==> src/rtl/gray_pkg.sv <==
// Shared definitions for the Gray/binary converter.
//   state_e   : converter FSM states (IDLE, BUSY, DONE)
//   MODE_G2B  : mode value selecting Gray-to-binary
//   MODE_B2G  : mode value selecting binary-to-Gray
//   cnt_width : width of the step counter, clog2(width/step), at least 1 bit
package gray_pkg;

  typedef enum logic [1:0] {
    IDLE = 2'd0,
    BUSY = 2'd1,
    DONE = 2'd2
  } state_e;

  localparam logic MODE_G2B = 1'b0;
  localparam logic MODE_B2G = 1'b1;

  function automatic int unsigned cnt_width(input int unsigned width, input int unsigned step);
    int unsigned n;
    int unsigned w;
    n = width / step;
    // A single-step conversion still needs a 1-bit counter to have a legal vector.
    for (w = 1; (64'd1 << w) < 64'(n); w++) begin
    end
    return w;
  endfunction

endpackage

==> src/rtl/gray_step_slice.sv <==
// One STEP-bit slice of a Gray-to-binary conversion, resolved MSB-first.
//   carry_i : binary bit directly above this slice (0 for the top slice)
//   gray_i  : Gray-coded slice
//   bin_o   : binary slice, bin[i] = bin[i+1] ^ gray[i]
// Purely combinational.
module gray_step_slice #(
  parameter int unsigned STEP = 1
) (
  input  logic            carry_i,
  input  logic [STEP-1:0] gray_i,
  output logic [STEP-1:0] bin_o
);

  always_comb begin
    logic c;
    bin_o = '0;
    c     = carry_i;
    // Running XOR kept in a scalar to avoid a self-referencing vector.
    for (int i = int'(STEP) - 1; i >= 0; i--) begin
      c        = c ^ gray_i[i];
      bin_o[i] = c;
    end
  end

endmodule

==> src/rtl/gray_binary_converter.sv <==
// Multi-cycle Gray <-> binary converter with valid/ready handshakes on both sides.
//   clk, rst            : clock and asynchronous active-high reset
//   in_valid/in_ready   : input handshake (ready only in IDLE)
//   mode                : 0 = Gray-to-binary, 1 = binary-to-Gray, sampled with in_data
//   in_data             : word to convert
//   out_valid/out_ready : output handshake (valid only in DONE)
//   out_data            : converted word, held until the next result
//   busy                : high in BUSY or DONE
//   out_parity          : XOR-reduction of out_data, only with GRAY_CONV_PARITY_EN defined
// Binary-to-Gray takes one BUSY cycle; Gray-to-binary takes WIDTH/STEP BUSY cycles.
module gray_binary_converter
  import gray_pkg::*;
#(
  parameter int unsigned WIDTH = 8,
  parameter int unsigned STEP  = 1
) (
  input  logic             clk,
  input  logic             rst,
  input  logic             in_valid,
  output logic             in_ready,
  input  logic             mode,
  input  logic [WIDTH-1:0] in_data,
  output logic             out_valid,
  input  logic             out_ready,
  output logic [WIDTH-1:0] out_data,
  output logic             busy
`ifdef GRAY_CONV_PARITY_EN
  ,
  output logic             out_parity
`endif
);

  localparam int unsigned NumSteps = WIDTH / STEP;
  localparam int unsigned CntW     = cnt_width(WIDTH, STEP);
  localparam logic [CntW-1:0] LastCnt = CntW'(NumSteps - 1);

  state_e            state_q, state_d;
  logic              mode_q, mode_d;
  logic [CntW-1:0]   cnt_q, cnt_d;
  logic [WIDTH-1:0]  data_q, data_d;  // Gray input, shifted left one slice per step
  logic [WIDTH-1:0]  acc_q, acc_d;    // binary bits resolved so far, LSB = last bit
  logic [WIDTH-1:0]  res_q, res_d;
  logic [STEP-1:0]   slice_bin;

  // The top slice of data_q is always the next one to resolve; its carry is the
  // most recently resolved bit, which sits at acc_q[0] (zero for the first slice).
  gray_step_slice #(
    .STEP(STEP)
  ) u_slice (
    .carry_i(acc_q[0]),
    .gray_i (data_q[WIDTH-1 -: STEP]),
    .bin_o  (slice_bin)
  );

  always_comb begin
    state_d = state_q;
    mode_d  = mode_q;
    cnt_d   = cnt_q;
    data_d  = data_q;
    acc_d   = acc_q;
    res_d   = res_q;
    unique case (state_q)
      IDLE: begin
        if (in_valid) begin
          mode_d  = mode;
          data_d  = in_data;
          acc_d   = '0;
          cnt_d   = '0;
          state_d = BUSY;
        end
      end
      BUSY: begin
        if (mode_q == MODE_B2G) begin
          res_d   = data_q ^ (data_q >> 1);
          state_d = DONE;
        end else begin
          data_d = data_q << STEP;
          acc_d  = (acc_q << STEP) | WIDTH'(slice_bin);
          cnt_d  = cnt_q + CntW'(1);
          if (cnt_q == LastCnt) begin
            res_d   = acc_d;
            state_d = DONE;
          end
        end
      end
      DONE: begin
        if (out_ready) begin
          state_d = IDLE;
        end
      end
      default: state_d = IDLE;
    endcase
  end

  always_ff @(posedge clk or posedge rst) begin
    if (rst) begin
      state_q <= IDLE;
      mode_q  <= MODE_G2B;
      cnt_q   <= '0;
      data_q  <= '0;
      acc_q   <= '0;
      res_q   <= '0;
    end else begin
      state_q <= state_d;
      mode_q  <= mode_d;
      cnt_q   <= cnt_d;
      data_q  <= data_d;
      acc_q   <= acc_d;
      res_q   <= res_d;
    end
  end

`ifdef GRAY_CONV_PARITY_EN
  logic par_q;

  // res_d equals res_q outside a completing edge, so parity always tracks out_data.
  always_ff @(posedge clk or posedge rst) begin
    if (rst) begin
      par_q <= 1'b0;
    end else begin
      par_q <= ^res_d;
    end
  end

  assign out_parity = par_q;
`endif

  assign in_ready  = (state_q == IDLE);
  assign out_valid = (state_q == DONE);
  assign busy      = (state_q != IDLE);
  assign out_data  = res_q;

endmodule
==> config.mk <==
export PLATFORM = sky130hd
export DESIGN_NAME = gray_binary_converter
export DESIGN_NICKNAME = d
export VERILOG_FILES = /design/src/rtl/gray_pkg.sv /design/src/rtl/gray_step_slice.sv /design/src/rtl/gray_binary_converter.sv
export SDC_FILE = /design/constraint.sdc
export NUM_CORES = 1
export LEC_CHECK = 0
export ABC_CLOCK_PERIOD_IN_PS = 1800
export CAP_MARGIN = 20
export CORE_MARGIN = 8
export CORE_UTILIZATION = 52
export DETAILED_ROUTE_END_ITERATION = 10
export PLACE_DENSITY = 0.78
export SKIP_CTS_REPAIR_TIMING = 1
export SLEW_MARGIN = 20
export SYNTH_ARGS = -nofsm -noshare
export SYNTH_HDL_FRONTEND = slang
export SYNTH_SLANG_ARGS = --single-unit
export TNS_END_PERCENT = 100
==> constraint.sdc <==
create_clock -name clk -period 1.8 [get_ports clk]
set_input_delay 0.18 -clock clk [delete_from_list [all_inputs] [get_ports clk]]
set_output_delay 0.18 -clock clk [all_outputs]
set_load 0.005 [all_outputs]
==> results.sh, run 1 <==
export IMPL_fp_dieW_microns=68.7
export IMPL_maxCapViolCount=0
export IMPL_crit_chain="nand2b_1 -> inv_1 -> clkdlybuf4s50_1"
export IMPL_finalMaxSlewViolations=0
export IMPL_drt_iter0_markers=22
export IMPL_fin_ws_ns=0.0759
export IMPL_drc=0
export IMPL_critPathTopFamily="buffers and inverters"
export IMPL_first_global_vias=1042
export IMPL_regArea_sq_um=727
export IMPL_worstSetupStartpointType="flop"
export IMPL_synth_nets=126
export IMPL_power_leakage_nw=0.787
export IMPL_p_total_mw=3.18
export IMPL_worstHoldPathType="input pin to asynchronous set/reset pin"
export IMPL_reg2reg_to="out_data[1]"
export IMPL_core_sq_um=2690
export IMPL_dpl_cell_area_sq_um=1700
export IMPL_fmax_mhz=580
export IMPL_rr_startpoint="cnt_q[0]"
export IMPL_routedWlPerCell_microns=16.3
export IMPL_critPathCapture="out_valid"
export IMPL_drt_wl_total_microns=2810
export IMPL_critical_path_max_fanout=5
export IMPL_ys_flop_type="dfrtp_1"
export IMPL_hold_slack_ns=0.219
export IMPL_startpoint="state_q[0]"
export IMPL_area_delta_synth_final_pct=21.9
export IMPL_worst_ep_arrival_time_ns=1.54
export IMPL_h_tree_depth=2
export IMPL_clk_pin_slew_ns=0.09
export IMPL_antenna_found_initial=0
export IMPL_slowest_delay_ns=0.49
export IMPL_fin_area_sq_um=1760
export IMPL_powerDensity_nw_per_um2=1810
export IMPL_dr_pass1_iters=4
export IMPL_floorplan_rows=19
export IMPL_place_inst=164
export IMPL_yosysWarnings=0
export IMPL_synth_seq_cells=29
export IMPL_synth_seq_area_share_pct=50.3
export IMPL_ioPinCount=24
export IMPL_netlist_area_sq_um=1440
export IMPL_clock_sinks=29
export IMPL_utilization_pct=65.4
export IMPL_num_antenna_cells=0
export IMPL_ant_nets=0
export IMPL_vias_per_cell=5.38
export IMPL_cp_slowest_cell="dfrtp_2"
export IMPL_period_share_pct=95.8
export IMPL_numCtsBuffers=5
export IMPL_reg2reg_slack_ns=0.20
export IMPL_rr_worst_depth=5
export IMPL_slew_headroom_pct=75.1
export IMPL_synth_cell_types=29
export IMPL_cts_root_buffer_cell="clkbuf_4"
export IMPL_vias=926
export IMPL_status="finished, final reports clean"
export IMPL_grt_ovfl_total=0
export IMPL_synthesis_instances=111
export IMPL_fill_cells=209
export IMPL_clock_path_buffers=2
export IMPL_fp_dieH_microns=68.7
export IMPL_cts_tree="yes"
export IMPL_finalNonFillerCells=172
export IMPL_pre_cts_ws_ns=0.218
export IMPL_worstSetupPathType="flop to output port"
export IMPL_worstPathRequired_ns=1.62
export IMPL_grt_pass1_wl_microns=4860
export IMPL_clkLatencyLatePin_ns=0.32
export IMPL_finalClockSkew_ns=0.0109
export IMPL_tightest_slew_ns=0.373
export IMPL_min_period_ns=1.72
export IMPL_multi_input_area_sq_um=671
export IMPL_syn_area_per_cell_sq_um=13.0
export IMPL_nets=155
export IMPL_initial_core_util_pct=53.7
export IMPL_grt_max_degree=30
export IMPL_vdd_drop_max_v=0.00114
export IMPL_synth_edf_count=0
export IMPL_final_common_cell="dfrtp_1"
export IMPL_hpwl_microns=2050
export IMPL_critPathBufInv=2
export IMPL_report_final_hold_viol_count=0
export IMPL_drive_above_1_share_pct=27.0
export IMPL_crit_path_end_kind="output port"
export IMPL_port_buffers=23
export IMPL_setup_viol=0
export IMPL_crit_cells=3
export IMPL_die_area_sq_um=4710
export IMPL_layout_common_cells="28 x dfrtp_1, 23 x clkdlybuf4s50_1, 16 x mux2_2"
export IMPL_synthArstFlopShare_pct=100
export IMPL_grt_usage_pct=14.1
export IMPL_finalSetupTns_ns=0
export IMPL_globalplace_congestion=0.778
-- synthesized netlist by cell type, types with 2 or more instances --
cell type / n / share of area (%)
a21oi_1: 6 / 2.1
a22o_1: 8 / 4.9
buf_6: 2 / 1.6
dfrtp_1: 29 / 50
ha_1: 2 / 1.7
inv_1: 3 / 0.78
mux2_2: 16 / 12
mux2_4: 6 / 6.3
mux2i_1: 2 / 1.4
nand2b_1: 3 / 1.3
nor2_1: 8 / 2.1
o21ai_0: 3 / 1.0
xnor2_1: 7 / 4.3
-- worst min path at each step --
| stage | to | slack (ns) | cells after the start |
|---|---|---|---|
| 5_1_grt | out_data[3] | 0.28 | 3 |
| 6_report | acc_q[6] | 0.22 | 3 |
| 3_5_place_dp | out_data[3] | 0.50 | 1 |
| 3_3_place_gp | cnt_q[1] | 0.49 | 1 |
| 2_1_floorplan | acc_q[0] | 0.26 | 1 |
| 4_1_cts | acc_q[6] | 0.21 | 3 |
-- power by group --
part	total (mW)	internal [mW]	switching, mW	leakage [nW]
combinational	1.59	0.958	0.635	0.395
sequential	1.22	0.932	0.288	0.366
clock	0.364	0.155	0.208	0.0265
-- worst register-to-register path, cell delays in order, from the launching register on --
cell and delay (ns):
dfrtp_1 0.40, ha_1 0.21, ha_1 0.21, nor2_1 0.26
nor2_4 0.11, mux2_2 0.29
-- registers in the layout, summed over array words and instances (netlist names) --
| name | count |
|---|---|
| out_data | 8 |
| acc_q | 7 |
| data_q | 8 |
| mode_q | 1 |
| cnt_q | 3 |
| state_q | 2 |
-- cells by family (layout without fill, tap and decap cells) --
| kind of cell | Yosys count | after routing | share of synthesized area [%] |
|---|---|---|---|
| AO/OA/AOI/OAI | 23 | 23 | 12.1 |
| XOR/XNOR | 7 | 7 | 4.25 |
| adder cells (fa/ha/maj) | 2 | 2 | 1.74 |
| buffers and inverters | 8 | 38 | 3.47 |
| flip-flops | 29 | 29 | 50.3 |
| multiplexers | 24 | 24 | 20.1 |
| AND/OR/NAND/NOR | 18 | 18 | 7.99 |
-- layer usage --
| metal | wire length (microns) | vias up | share of wire [%] | track usage, % |
|---|---|---|---|---|
| met4 | 47 | 0 | 1.7 | 7.67 |
| met5 | 0 | - | 0 | 0 |
| met3 | 80 | 5 | 2.8 | 4.04 |
| met1 | 1260 | 454 | 45 | 16.8 |
| met2 | 1420 | 15 | 51 | 22.4 |
| li1 | - | 452 | - | - |
-- layout make-up --
cell class | count | share of cell area, %
clock buffer | 8 | 2.78
inverter | 3 | 0.641
multi-input combinational | 74 | 38.2
sequential | 29 | 41.4
tap | 31 | 2.21
timing repair buffer | 27 | 14.8
Note: power is estimated with default switching activity, not from simulation.
==> run 2: changes to the inputs <==
- CTS_CLUSTER_DIAMETER: unset -> 80
==> results of run 2 <==
No change in the layout: final DEF, timing and power equal those of run 1.
==> run 3: changes to the inputs <==
- CORE_UTILIZATION: 52 -> 54
- CTS_BUF_LIST: unset -> sky130_fd_sc_hd__clkbuf_4
- GPL_TIMING_DRIVEN: unset -> 0
- PLACE_DENSITY: 0.78 -> 0.81
==> run 3 against run 2 <==
Against the previous run:
- first-iteration DRC count rose to 3.2 times the previous value
- highest routed layer unchanged
- clock skew down 0.0035 ns
- power up 1.6%
- critical path type unchanged
- largest power group unchanged
==> results.sh, run 3 (same netlist as run 1, synthesis figures left out) <==
export IMPL_status="finished, final reports clean"
export IMPL_h_tree_depth=2
export IMPL_powerDensity_nw_per_um2=1830
export IMPL_slew_headroom_pct=59.3
export IMPL_area_delta_synth_final_pct=22.5
export IMPL_floorplan_rows=18
export IMPL_final_common_cell="dfrtp_1"
export IMPL_pre_cts_ws_ns=0.208
export IMPL_grt_pass1_wl_microns=4790
export IMPL_fin_ws_ns=0.0654
export IMPL_clock_sinks=29
export IMPL_ioPinCount=24
export IMPL_vdd_drop_max_v=0.00118
export IMPL_core_sq_um=2500
export IMPL_worst_ep_arrival_time_ns=1.55
export IMPL_hold_slack_ns=0.229
export IMPL_p_int_mw=2.07
export IMPL_cts_tree="yes"
export IMPL_comb_power_share_pct=51.1
export IMPL_rr_startpoint="cnt_q[0]"
export IMPL_worstPathRequired_ns=1.62
export IMPL_cts_root_buffer_cell="clkbuf_4"
export IMPL_fmax_mhz=577
export IMPL_finalSetupTns_ns=0
export IMPL_globalplace_congestion=0.799
export IMPL_fp_dieW_microns=67.7
export IMPL_power_switching_mw=1.15
export IMPL_place_inst=164
export IMPL_p_total_mw=3.23
export IMPL_reg2reg_slack_ns=0.20
export IMPL_ant_nets=0
export IMPL_tightest_slew_ns=0.610
export IMPL_worstSetupStartpointType="flop"
export IMPL_drive_above_1_share_pct=29.1
export IMPL_rr_worst_depth=5
export IMPL_port_buffers=23
export IMPL_num_antenna_cells=0
export IMPL_vias=937
export IMPL_drc=0
export IMPL_dr_pass1_iters=4
export IMPL_critPathCapture="in_ready"
export IMPL_power_frac_clock_pct=11.7
export IMPL_min_period_ns=1.73
export IMPL_hpwl_microns=2120
export IMPL_crit_path_end_kind="output port"
export IMPL_worstHoldPathType="input pin to asynchronous set/reset pin"
export IMPL_clock_path_buffers=2
export IMPL_worstSetupPathType="flop to output port"
export IMPL_dpl_cell_area_sq_um=1710
export IMPL_initial_core_util_pct=57.7
export IMPL_critical_path_max_fanout=5
export IMPL_nets=156
export IMPL_period_share_pct=96.4
export IMPL_antenna_found_initial=0
export IMPL_clk_pin_slew_ns=0.09
export IMPL_clkLatencyLatePin_ns=0.33
export IMPL_maxCapViolCount=0
export IMPL_rsz0062_at_grt="false"
export IMPL_netSwitchingFraction_pct=35.7
export IMPL_numCtsBuffers=5
export IMPL_finalClockSkew_ns=0.00736
export IMPL_report_final_hold_viol_count=0
export IMPL_grt_ovfl_total=0
export IMPL_fin_area_sq_um=1770
export IMPL_startpoint="state_q[1]"
export IMPL_power_leakage_nw=0.790
export IMPL_die_area_sq_um=4580
export IMPL_vias_per_cell=5.48
export IMPL_drt_wl_total_microns=2900
export IMPL_utilization_pct=70.6
export IMPL_setup_viol=0
export IMPL_finalMaxSlewViolations=0
export IMPL_power_share_sequential_pct=37.2
export IMPL_grt_max_degree=30
export IMPL_finalNonFillerCells=171
export IMPL_grt_usage_pct=14.0
export IMPL_reg2reg_to="out_data[2]"
export IMPL_layout_common_cells="27 x dfrtp_1, 23 x clkdlybuf4s50_1, 16 x mux2_2"
export IMPL_drt_iter0_markers=70
export IMPL_first_global_vias=991
export IMPL_fp_dieH_microns=67.7
export IMPL_routedWlPerCell_microns=16.9
==> run 3: cell count changes in the layout (fill, tap and decap cells not counted) <==
cell,before,now
buf_2,0,1
inv_1,3,2
buf_4,4,1
dfrtp_2,1,2
dfrtp_1,28,27
clkbuf_4,5,6
buf_6,0,2
clkbuf_1,3,1
inv_2,0,1
clkinv_1,0,1
==> run 3: layout make-up <==
| type | count | area (sq um) |
|---|---|---|
| fill | 176 | 734 |
| timing repair buffer | 23 | 230 |
| buffer | 5 | 38.8 |
| multi-input combinational | 74 | 671 |
| tap | 30 | 37.5 |
| clock buffer | 6 | 45.0 |
| inverter | 3 | 11.3 |
| clock inverter | 1 | 3.75 |
| sequential | 29 | 728 |
==> run 3: worst max-delay path, stage by stage (launching register included) <==
cell and delay, ns:
dfrtp_2 0.48, nor2_4 0.21, clkdlybuf4s50_1 0.53
==> run 3: routing by layer <==
metal	routed length [microns]	part of all wire, %	vias up	track usage (%)
li1	-	-	454	-
met1	1300	45	458	16.4
met2	1410	49	19	21.9
met3	131	4.5	6	6.13
met4	53	1.8	0	6.27
met5	0	0	-	0
==> run 3: worst min-delay path by stage <==
stage	endpoint	startpoint	slack, ns
final	out_data[7]	rst	0.23
after global routing	out_data[7]	rst	0.29
after CTS	state_q[1]	out_ready	0.40
after detailed placement	out_data[0]	out_data[0]	0.50
after global placement	cnt_q[1]	cnt_q[1]	0.49
after floorplan	acc_q[0]	rst	0.26
==> run 3: power groups by stage <==
stage                     Combinational, mW  Clock [mW]  Sequential [mW]
after floorplan                        1.19           0             1.15
after global placement                 1.61           0             1.19
after detailed placement               1.66           0             1.20
after CTS                              1.66       0.383             1.19
after global routing                   1.81       0.411             1.24
final                                  1.65       0.379             1.20
